## config.mk

```make
export PLATFORM = sky130hd
export DESIGN_NAME = fsm_stream_arbiter
export DESIGN_NICKNAME = d
export VERILOG_FILES = /design/src/rtl/fsm_stream_arbiter.sv
export SDC_FILE = /design/constraint.sdc
export NUM_CORES = 1
export LEC_CHECK = 0
export CAP_MARGIN = 20
export CORE_MARGIN = 2
export CORE_UTILIZATION = 45
export DETAILED_ROUTE_END_ITERATION = 10
export PLACE_DENSITY_LB_ADDON = 0.08
export SYNTH_ARGS = -nofsm -noshare
export SYNTH_HDL_FRONTEND = slang
export SYNTH_SLANG_ARGS = --single-unit
```

## constraint.sdc

```tcl
create_clock -name clk -period 3.3 [get_ports clk]
set_input_delay 0.66 -clock clk [delete_from_list [all_inputs] [get_ports clk]]
set_output_delay 0.66 -clock clk [all_outputs]
set_load 0.01 [all_outputs]
```

## src/rtl/fsm_stream_arbiter.sv

```systemverilog
// fsm_stream_arbiter: round-robin scheduler sharing one serial 3-state Mealy
// engine (A/B/C, input x, outputs y/z) among N requesters. Each granted job
// streams its data LSB-first through the engine, which starts in A for every
// job, and returns the captured y/z streams plus the final engine state.
// Optional feature: define FSA_ABORT_EN to add the 'abort' input, which
// cancels a running job without a done pulse.
module fsm_stream_arbiter #(
  parameter int N      = 4,
  parameter int MAXLEN = 8,
  localparam int LW    = $clog2(MAXLEN + 1),
  localparam int IW    = (N > 1) ? $clog2(N) : 1
) (
  input  logic                  clk,
  input  logic                  rst,
`ifdef FSA_ABORT_EN
  input  logic                  abort,
`endif
  input  logic [N-1:0]          req,
  input  logic [N*LW-1:0]       req_len,
  input  logic [N*MAXLEN-1:0]   req_data,
  output logic [N-1:0]          ack,
  output logic                  busy,
  output logic                  done,
  output logic [IW-1:0]         res_id,
  output logic [MAXLEN-1:0]     res_y,
  output logic [MAXLEN-1:0]     res_z,
  output logic [LW-1:0]         res_len,
  output logic [1:0]            res_st
);

  // Bit counter only needs to address bits 0..MAXLEN-1
  localparam int CW = (MAXLEN > 1) ? $clog2(MAXLEN) : 1;

  // Engine state encoding; 2'b10 is illegal and recovers to A
  localparam logic [1:0] ST_A = 2'b00;
  localparam logic [1:0] ST_B = 2'b01;
  localparam logic [1:0] ST_C = 2'b11;

  typedef enum logic [1:0] {
    S_IDLE = 2'b00,
    S_RUN  = 2'b01,
    S_DONE = 2'b10
  } ctrl_e;

  ctrl_e               state_q, state_d;
  logic [IW-1:0]       ptr_q, ptr_d;
  logic [MAXLEN-1:0]   data_q, data_d;
  logic [LW-1:0]       len_q, len_d;
  logic [IW-1:0]       id_q, id_d;
  logic [1:0]          eng_q, eng_d;
  logic [CW-1:0]       cnt_q, cnt_d;
  logic [MAXLEN-1:0]   ry_q, ry_d;
  logic [MAXLEN-1:0]   rz_q, rz_d;
  logic [N-1:0]        ack_q, ack_d;

  logic                gnt_found;
  logic [IW-1:0]       gnt_idx;
  logic [IW-1:0]       cand;
  logic [LW-1:0]       len_in;
  logic [LW-1:0]       len_cl;
  logic [3:0]          step;
  logic                abort_w;

`ifdef FSA_ABORT_EN
  assign abort_w = abort;
`else
  assign abort_w = 1'b0;
`endif

  // One engine step: returns {next_state, y, z}
  function automatic logic [3:0] eng_step(input logic [1:0] st, input logic x);
    logic [3:0] r;
    case (st)
      ST_A:    r = x ? {ST_C, 2'b11} : {ST_B, 2'b01};
      ST_B:    r = x ? {ST_C, 2'b10} : {ST_B, 2'b10};
      ST_C:    r = x ? {ST_C, 2'b01} : {ST_A, 2'b10};
      default: r = {ST_A, 2'b00};
    endcase
    return r;
  endfunction

  // Round-robin search: first asserted request at or above ptr, with wrap
  always_comb begin
    gnt_found = 1'b0;
    gnt_idx   = '0;
    cand      = '0;
    for (int k = 0; k < N; k++) begin
      cand = IW'((int'(ptr_q) + k) % N);
      if (!gnt_found && req[cand]) begin
        gnt_found = 1'b1;
        gnt_idx   = cand;
      end
    end
  end

  // Operand length of the candidate, clamped to MAXLEN
  always_comb begin
    len_in = req_len[int'(gnt_idx)*LW +: LW];
    len_cl = (len_in > LW'(MAXLEN)) ? LW'(MAXLEN) : len_in;
  end

  // Controller next state plus datapath updates (grant, bit step, abort)
  always_comb begin
    state_d = state_q;
    ptr_d   = ptr_q;
    data_d  = data_q;
    len_d   = len_q;
    id_d    = id_q;
    eng_d   = eng_q;
    cnt_d   = cnt_q;
    ry_d    = ry_q;
    rz_d    = rz_q;
    ack_d   = '0;
    step    = '0;
    case (state_q)
      S_IDLE: begin
        if (gnt_found) begin
          ack_d[gnt_idx] = 1'b1;
          ptr_d   = (gnt_idx == IW'(N - 1)) ? '0 : gnt_idx + IW'(1);
          data_d  = req_data[int'(gnt_idx)*MAXLEN +: MAXLEN];
          len_d   = len_cl;
          id_d    = gnt_idx;
          eng_d   = ST_A;
          cnt_d   = '0;
          ry_d    = '0;
          rz_d    = '0;
          state_d = (len_cl == '0) ? S_DONE : S_RUN;
        end
      end
      S_RUN: begin
        if (abort_w) begin
          // Partial results stay visible; ptr already moved at grant
          state_d = S_IDLE;
        end else begin
          step        = eng_step(eng_q, data_q[cnt_q]);
          eng_d       = step[3:2];
          ry_d[cnt_q] = step[1];
          rz_d[cnt_q] = step[0];
          cnt_d       = cnt_q + CW'(1);
          if (LW'(cnt_q) == len_q - LW'(1)) begin
            state_d = S_DONE;
          end
        end
      end
      S_DONE: begin
        state_d = S_IDLE;
      end
      default: begin
        state_d = S_IDLE;
      end
    endcase
  end

  // Controller state register
  always_ff @(posedge clk or negedge rst) begin
    if (!rst) begin
      state_q <= S_IDLE;
    end else begin
      state_q <= state_d;
    end
  end

  // Arbitration pointer, job operands, engine and result registers
  always_ff @(posedge clk or negedge rst) begin
    if (!rst) begin
      ptr_q  <= '0;
      data_q <= '0;
      len_q  <= '0;
      id_q   <= '0;
      eng_q  <= ST_A;
      cnt_q  <= '0;
      ry_q   <= '0;
      rz_q   <= '0;
      ack_q  <= '0;
    end else begin
      ptr_q  <= ptr_d;
      data_q <= data_d;
      len_q  <= len_d;
      id_q   <= id_d;
      eng_q  <= eng_d;
      cnt_q  <= cnt_d;
      ry_q   <= ry_d;
      rz_q   <= rz_d;
      ack_q  <= ack_d;
    end
  end

  assign ack     = ack_q;
  assign busy    = (state_q != S_IDLE);
  assign done    = (state_q == S_DONE);
  assign res_id  = id_q;
  assign res_y   = ry_q;
  assign res_z   = rz_q;
  assign res_len = len_q;
  assign res_st  = eng_q;

endmodule

```

==> out/results.ini <==
[setup_path]
crit_path_start_kind=primary input
cp_num_buf_inv=1
critPathKind=in -> reg
worst_r2r_path_depth=4
r2r_slack_ns=0.91
slowest_stage=o2bb2a_1
arrival_ns=2.87
cp.required_ns=3.51
startpoint=req[0]
end_kind=flip-flop
worst-path-max-fanout=10
cp_top_family=compound AO/OA/AOI/OAI gates
reg2reg_from=cnt_q[0]
crit_chain=clkdlybuf4s50_1, a21oi_1, o21ai_1, o2bb2a_1, mux2i_1, mux2_2, nand4_2, a211oi_2
r2r_end=res_y[0]
worstSetupPathDepth=8
cpPeakStageDelay_ns=0.59

[grt]
grt-busiest-layer=met2
grt_max_degree=44
grt_pass1_vias=1956
use_met3=0.0376
grt_first_pass_wirelength_um=8750
antenna_found_initial=0
grtUsageTotal=0.181
use_met2=0.296
met1_usage=0.241
grt-ovfl-total=0

[layout]
final_area_um2=3360
drive_gt1_frac=0.0658
area_growth_pct=41.4
antenna_cells=0
fillers=446
fin_nets=379

[synthesis]
synthesis.instances=238
synth_nets=298
synth-seq-cells=43
yosys_most_used_dff=dfrtp_1
synthTopCellsByCount=dfrtp_1, o21ai_0, mux2i_1, nand3_1, nand2_1
ys_seq_area_frac=0.453
synth.top_cell.area_share=0.453
netlist_top_cells_area=dfrtp_1, mux2i_1, o21ai_0
syn_avg_cell_area_um2=9.98
syn_area_um2=2380
synth_top_area_cell=dfrtp_1
synthDistinctLibCells=35
yosysWarnings=0
async_flop_share=1.00
synth_edf_count=0
synth_most_common_cell=dfrtp_1

[floorplanning]
die_h_um=76.7
rows=26
io_pins=84
die_w_um=76.7
initial_core_util=0.465
dieArea_um2=5880
fp.coreArea_um2=5110

[drt]
wl_um=5080
via_per_inst=5.20
drc=0
dr.first_iter.drc_count=86
drt-wirelength-per-cell_um=13.0
drt_first_pass_iters=4
vias=2023
ant_nets=0

[timing]
hold_viol_final=0
skew_ns=0.00700
timing.slew.headroom=0.386
setup_viol=0
rsz0062_at_grt=no
max_freq_mhz=376
hold_ws_ns=0.479
drv_slew=0
finalCritPeriodShare=0.807
tightest_slew_ns=0.921
period_minus_slack_ns=2.66
finalSetupTns_ns=0

[clock_tree]
cts_num_sinks=43
clock_path_buffers=2
cts_tree=done
cts_buffers=5
post_cts_resized=0
cts_root_buf=clkbuf_8
cts_setup_buffers=0
cts-htree-levels=2
holdBufCountCts=0
cts.clk_slew.worst_paths_ns=0.08
clk_latency_ns=0.29

[hold_path]
hold_path_class=reg -> reg
min_to=data_q[3]
holdCritStartpoint=data_q[3]
whs_path_depth=1

[placed_design]
place_area_um2=3260
port_buffers=83
gp_congestion=0.815
dp_hpwl_um=3910

[power]
p_leak_uw=0.00147
vdd_ir_drop_max_mv=0.301
power.density_nw_per_um2=787

[job]
cap_violations=0

[run_status]
outcome=completed

layout make-up:
class                   instances  area, um2  share of cell area
multi-input cells             172       1180               0.353
flip-flops and latches         43       1080               0.320
repair buffers                 88        876               0.261
well taps                      70       87.6              0.0261
clock buffers                   6       72.6              0.0216
inverters                       9       33.8              0.0101
clock inverters                 1       30.0             0.00894
cells by family (layout without fill, tap and decap cells):
kind of cell,after synthesis,after routing,synth area share
xor+xnor,4,4,0.0147
buf+inv,23,104,0.0484
simple gates,71,71,0.148
fa+ha+maj,6,6,0.0316
flops,43,43,0.453
mux,26,26,0.122
compound gates,65,65,0.182
metal layers:
layer | vias to the layer above | share of wire
met5 | - | 0
met4 | 0 | 0.012
met3 | 5 | 0.058
met2 | 72 | 0.46
met1 | 926 | 0.47
li1 | 1020 | -
through the flow:
step,total power [uW],util,cells,worst slack [ns]
2_1_floorplan,1780,-,238,1.17
6_report,2650,0.658,389,0.637
5_1_grt,2850,0.658,389,0.484
3_5_place_dp,2280,0.638,382,0.331
3_3_place_gp,2240,0.638,382,0.464
4_1_cts,2670,0.658,389,0.640
worst reg2reg max path: stages (launching register included):
cell	delay, ns
dfrtp_1	0.62
mux4_2	0.55
mux2i_1	0.34
mux2i_1	0.54
o21ai_0	0.19
report_power, final:
part           internal (uW)  total, uW  switching, uW  leakage [uW]
clock network            222        389            167     0.0000513
registers                723        903            180      0.000559
logic                    679       1350            675      0.000860
how the worst max path moves through the flow:
stage                  to  slack (ns)
4_1_cts        state_q[1]        0.64
6_report       state_q[1]        0.64
3_5_place_dp   state_q[1]        0.33
3_3_place_gp   state_q[0]        0.46
2_1_floorplan      ack[0]        1.17
5_1_grt        state_q[1]        0.48
layout by cell type, fill, tap and decap left out, drive strengths merged, types with 2 or more instances in the layout:
| cell | netlist | final |
|---|---|---|
| clkdlybuf4s50 | 0 | 82 |
| dfrtp | 43 | 43 |
| o21ai | 26 | 26 |
| mux2i | 20 | 20 |
| nand3 | 20 | 20 |
| nand2 | 18 | 18 |
| a211oi | 17 | 17 |
| nor2 | 11 | 11 |
| nor2b | 11 | 11 |
| inv | 9 | 9 |
| a21o | 9 | 9 |
| ha | 6 | 6 |
| clkbuf | 6 | 6 |
| buf | 8 | 6 |
| and3 | 4 | 4 |
| mux2 | 4 | 4 |
| xnor2 | 4 | 4 |
| a21oi | 3 | 3 |
| o31ai | 3 | 3 |
| nand2b | 2 | 2 |
| mux4 | 2 | 2 |
| nand4 | 2 | 2 |
state kept, by name, summed over array words and instances, names as in the netlist:
name,cells
data_q,8
res_y,8
res_z,8
ack,4
res_len,4
cnt_q,3
ptr_q,2
res_id,2
res_st,2
state_q,2
No activity file was read; power rests on OpenSTA's default activity.
